$ cat src/rtl/pc_sequencer.sv
// Next-PC controller for IF: PC register, redirect, stall and halt sequencing.
// Optional self-loop-as-halt behaviour is enabled by defining PC_SEQ_BRANCH_HOLD_EN.
module pc_sequencer #(
    parameter int              PC_W      = 5,
    parameter logic [PC_W-1:0] RESET_PC  = '0,
    parameter int              STALL_MAX = 15,
    parameter int              CNT_W     = 8
) (
    input  logic             clk,
    input  logic             reset,
    input  logic             stall_req,
    input  logic             branch_en,
    input  logic             branch_cond,
    input  logic [PC_W-1:0]  branch_target,
    input  logic             halt_req,
    input  logic             resume,
    output logic [PC_W-1:0]  pc_out,
    output logic [PC_W-1:0]  pc_plus1,
    output logic             cntrl_pc_src,
    output logic             pc_write,
    output logic             if_id_write,
    output logic             flush_if_id,
    output logic             flush_id_ex,
    output logic             halted,
    output logic             stall_err,
    output logic [CNT_W-1:0] taken_cnt
);

    localparam int SC_W = $clog2(STALL_MAX + 2);

    typedef enum logic [1:0] {
        RUN,
        STALL,
        HALT
    } state_t;

    state_t          state;
    logic [SC_W-1:0] stall_cnt;
    logic            taken;
    logic            self_loop;
    logic            at_limit;
    logic [PC_W-1:0] next_pc;

    assign pc_plus1     = pc_out + 1'b1;
    assign taken        = branch_en & branch_cond & (state != HALT);
    assign cntrl_pc_src = taken;
    assign next_pc      = taken ? branch_target : pc_plus1;
    // One more stall cycle would push the count past the legal maximum
    assign at_limit     = (stall_cnt >= SC_W'(STALL_MAX));

`ifdef PC_SEQ_BRANCH_HOLD_EN
    assign self_loop = taken & (branch_target == pc_out);
`else
    assign self_loop = 1'b0;
`endif

    always_comb begin
        pc_write    = 1'b0;
        if_id_write = 1'b0;
        flush_if_id = 1'b0;
        flush_id_ex = 1'b0;
        priority case (1'b1)
            state == HALT: begin
                flush_if_id = 1'b1;
            end
            taken: begin
                pc_write    = 1'b1;
                if_id_write = 1'b1;
                flush_if_id = 1'b1;
                flush_id_ex = 1'b1;
            end
            halt_req: begin
                if_id_write = 1'b1;
                flush_if_id = 1'b1;
            end
            stall_req: begin
                flush_id_ex = 1'b1;
            end
            default: begin
                pc_write    = 1'b1;
                if_id_write = 1'b1;
            end
        endcase
    end

    always_ff @(posedge clk or posedge reset) begin
        if (reset) begin
            pc_out    <= RESET_PC;
            state     <= RUN;
            stall_cnt <= '0;
            halted    <= 1'b0;
            stall_err <= 1'b0;
            taken_cnt <= '0;
        end else begin
            if (pc_write) begin
                pc_out <= next_pc;
            end
            if (taken && (taken_cnt != '1)) begin
                taken_cnt <= taken_cnt + 1'b1;
            end
            priority case (1'b1)
                state == HALT: begin
                    // An expired stall can only be cleared by reset
                    if (resume && !stall_err) begin
                        state  <= RUN;
                        halted <= 1'b0;
                    end
                end
                taken: begin
                    stall_cnt <= '0;
                    state     <= self_loop ? HALT : RUN;
                    halted    <= self_loop;
                end
                halt_req: begin
                    stall_cnt <= '0;
                    state     <= HALT;
                    halted    <= 1'b1;
                end
                stall_req: begin
                    if (at_limit) begin
                        stall_err <= 1'b1;
                        stall_cnt <= '0;
                        state     <= HALT;
                        halted    <= 1'b1;
                    end else begin
                        stall_cnt <= stall_cnt + 1'b1;
                        state     <= STALL;
                    end
                end
                default: begin
                    stall_cnt <= '0;
                    state     <= RUN;
                end
            endcase
        end
    end

endmodule

$ cat config.mk
export PLATFORM = sky130hd
export DESIGN_NAME = pc_sequencer
export DESIGN_NICKNAME = d
export VERILOG_FILES = /design/src/rtl/pc_sequencer.sv
export SDC_FILE = /design/constraint.sdc
export NUM_CORES = 1
export LEC_CHECK = 0
export ABC_AREA = 1
export CAP_MARGIN = 0
export CORE_AREA = 2 2 60 62
export DETAILED_ROUTE_END_ITERATION = 12
export DIE_AREA = 0 0 62 64
export PLACE_DENSITY = 0.71
export SYNTH_ARGS = -nofsm -noshare
export SYNTH_HDL_FRONTEND = slang
export SYNTH_SLANG_ARGS = --single-unit
$ cat constraint.sdc
create_clock -name clk -period 2.7 [get_ports clk]
set_clock_uncertainty 0.2 [all_clocks]
set_input_delay 0.27 -clock clk [delete_from_list [all_inputs] [get_ports clk]]
set_output_delay 0.27 -clock clk [all_outputs]
set_load 0.05 [all_outputs]
==> run_results.csv <==
group,metric,value,unit
worst_setup_path,slowest_stage,"clkdlybuf4s50_1",
sta,setup_ws,0.154,ns
global_routing,grt_max_degree,23,
floorplanning,die_h,64,µm
yosys,synth.top_cell.area_share,43.6,%
run,maxCapViolCount,0,
clock_network,cts_made_buffers,3,
yosys,syn_area,1260,µm²
sta,report.final.slew_viol_count,0,
worst_setup_path,required,2.23,ns
layout,nNetsFinal,223,
floorplanning,io_pins,37,
yosys,syn_avg_cell_area,7.65,µm²
drt,dr.pass1.iters,4,
sta,rsz0062_at_grt,"no",
floorplanning,start_util,38.4,%
clock_network,cts.repair_timing.setup_buffer_count,0,
run_status,status,"complete, no violations",
floorplanning,dieWidth,62,µm
yosys,synthTopCellsByArea,"dfrtp_1 (44%), nand2_1 (18%), inv_1 (7.1%)",
worst_setup_path,path_class,"register to primary output",
pwr,p_total,1.87,mW
yosys,synth_edf_count,0,
global_routing,grt_pass1_vias,1074,
drt,wl_per_cell,10.2,µm
drt,drtIter0Drc,72,
sta,slew_headroom,66.7,%
worst_setup_path,cp-end-kind,"primary output",
clock_network,cts_max_path_buffers,2,
sta,period_needed,2.55,ns
worst_setup_path,worst_path_dominant_cell_family,"buffers and inverters",
clock_network,cts_tree,"yes",
floorplanning,die_area,3970,µm²
yosys,ys_seq_area_share,43.6,%
worst_setup_path,worstPathCellList,"ha_1 > nand3_1 > xnor2_1 > clkdlybuf4s50_1",
worst_setup_path,critPathMaxStageDelay,0.83,ns
placed_design,place_congestion,0.795,
layout,area_growth,35.1,%
drt,drc_errors,0,
clock_network,clock-sinks,22,
floorplanning,core-area,3280,µm²
yosys,synthTopCellsByCount,"nand2_1 (59), inv_1 (24), dfrtp_1 (22), nor2_1 (10), o21ai_0 (9)",
sta,tns,0,ns
yosys,ys_ff_latch,22,
worst_hold_path,holdCritPathClass,"input port to asynchronous set/reset pin",
yosys,syn_inst,165,
sta,setup_viol,0,
global_routing,grt_antenna_before_repair,0,
clock_network,cts_resized,0,
sta,worst_pin_slew,0.498,ns
placed_design,dp_hpwl,1960,µm
layout,diodes,0,
yosys,synth.largest_area_cell,"dfrtp_1",
clock_network,ctsHtreeMaxLevel,1,
global_routing,grt_pass1_wl,4410,µm
drt,ant_nets,0,
pwr,peakVddDrop,0.379,mV
clock_network,holdBufCountCts,0,
sta,fmax,393,MHz
sta,hold_violations,0,
clock_network,clockRootBuffer,"clkbuf_4",
worst_setup_path,rrSetupSlack,0.83,ns
placed_design,port_buffers,36,
clock_network,worstSkewPairLatency,0.30,ns
clock_network,clk_pin_slew_worst_paths,0.12,ns
drt,routed-via-count,1164,
yosys,synth-async-reset-ratio,100,%
global_routing,grt-ovfl-total,0,
worst_setup_path,startpoint_type,"register",
worst_setup_path,crit_fanout,5,
pwr,power_leakage,0.878,nW
placed_design,pre_cts_ws,0.384,ns
pwr,p_per_area,1100,nW/µm²
floorplanning,rows,21,
yosys,synth_cell_types,22,
drt,drt_wl_total,2560,µm
yosys,yosys_warnings,0,
layout,fillers,322,
yosys,synth_nets,181,
yosys,ys.flop_type,"dfrtp_1",
layout,drive_gt1_share,9.27,%
worst_setup_path,path_buf_inv,1,
worst_setup_path,cp.arrival,2.08,ns
yosys,yosysMostFrequentCell,"nand2_1",
global_routing,track_usage,14.3,%
sta,period_share,94.3,%
drt,post_drt_via_cell_ratio,4.64,
==> kinds of logic (layout without fill, tap and decap cells) <==
kind of cell	after synthesis	in the layout	synth area share, %
buffers and inverters	27	67	8.82
AOI/OAI and AO/OA	16	16	7.14
and+or+nand+nor	88	88	30.9
DFF	22	22	43.6
xor gates and xnor gates	8	8	5.55
adders and majority gates	4	4	3.96
==> through the flow <==
stage | util, % | instances | area [µm²] | hold slack [ns]
finish | 51.9 | 251 | 1710 | 0.0815
global route | 51.9 | 251 | 1710 | 0.0995
CTS | 51.9 | 251 | 1710 | 0.0863
detailed placement | 51.2 | 248 | 1680 | 0.267
global placement | 51.2 | 248 | 1680 | 0.261
floorplan | - | 165 | 1260 | 0.0592
==> sequential cells by signal, summed over array words and instances, names as in the netlist <==
signal / flops
state: 2
stall_err: 1
taken_cnt: 8
halted: 1
pc_out: 5
stall_cnt: 5
==> report_power, final <==
part           internal [mW]  switching [mW]  total [mW]
sequential             0.423           0.105       0.527
clock                 0.0521          0.0985       0.151
combinational          0.388           0.804        1.19
total                  0.863            1.01        1.87
==> area by class of cell <==
class | instances | area, µm² | area share [%]
repair buffers | 37 | 363 | 21.3
multi-input cells | 116 | 601 | 35.2
inverters | 27 | 111 | 6.53
flip-flops and latches | 22 | 551 | 32.3
clock buffers | 3 | 22.5 | 1.32
well taps | 46 | 57.6 | 3.37
==> worst min-delay path, cell delays in order <==
cell	delay (ns)
clkdlybuf4s50_1	0.39
inv_1	0.05
buf_4	0.28
==> path summary, 6_finish.rpt <==
| kind | to | cells past startpoint | startpoint |
|---|---|---|---|
| max | pc_plus1[4] | 4 | pc_out[0] |
| min | taken_cnt[0] | 3 | reset |
| max in group asynchronous | taken_cnt[5] | 3 | reset |
| min reg2reg | halted | 2 | halted |
| min in group clk | halted | 2 | halted |
| max reg2reg | stall_cnt[1] | 11 | stall_cnt[0] |
==> layer usage <==
layer / wire length [µm] / GRT usage (%)
met5: 0 / 0
met4: 27 / 3.19
met3: 120 / 3.04
met2: 1220 / 23.6
met1: 1190 / 18.8
==> cells in the final DEF (no fill, tap or decap) <==
master,n
inv_6,1
ha_1,4
xnor2_1,5
nor2_1,10
inv_1,24
nand4_1,2
nor2_4,1
nand2_1,59
clkdlybuf4s50_1,34
buf_4,3
a31oi_1,1
xor2_1,3
nand2_2,4
inv_2,1
a21boi_0,1
o21ai_0,9
nand3_2,2
nand2_4,2
clkbuf_4,3
o21ai_2,1
dfrtp_1,22
a21oi_1,2
o22ai_1,2
clkinv_4,1
nand3_1,8
No activity file was read; power rests on OpenSTA's default activity.
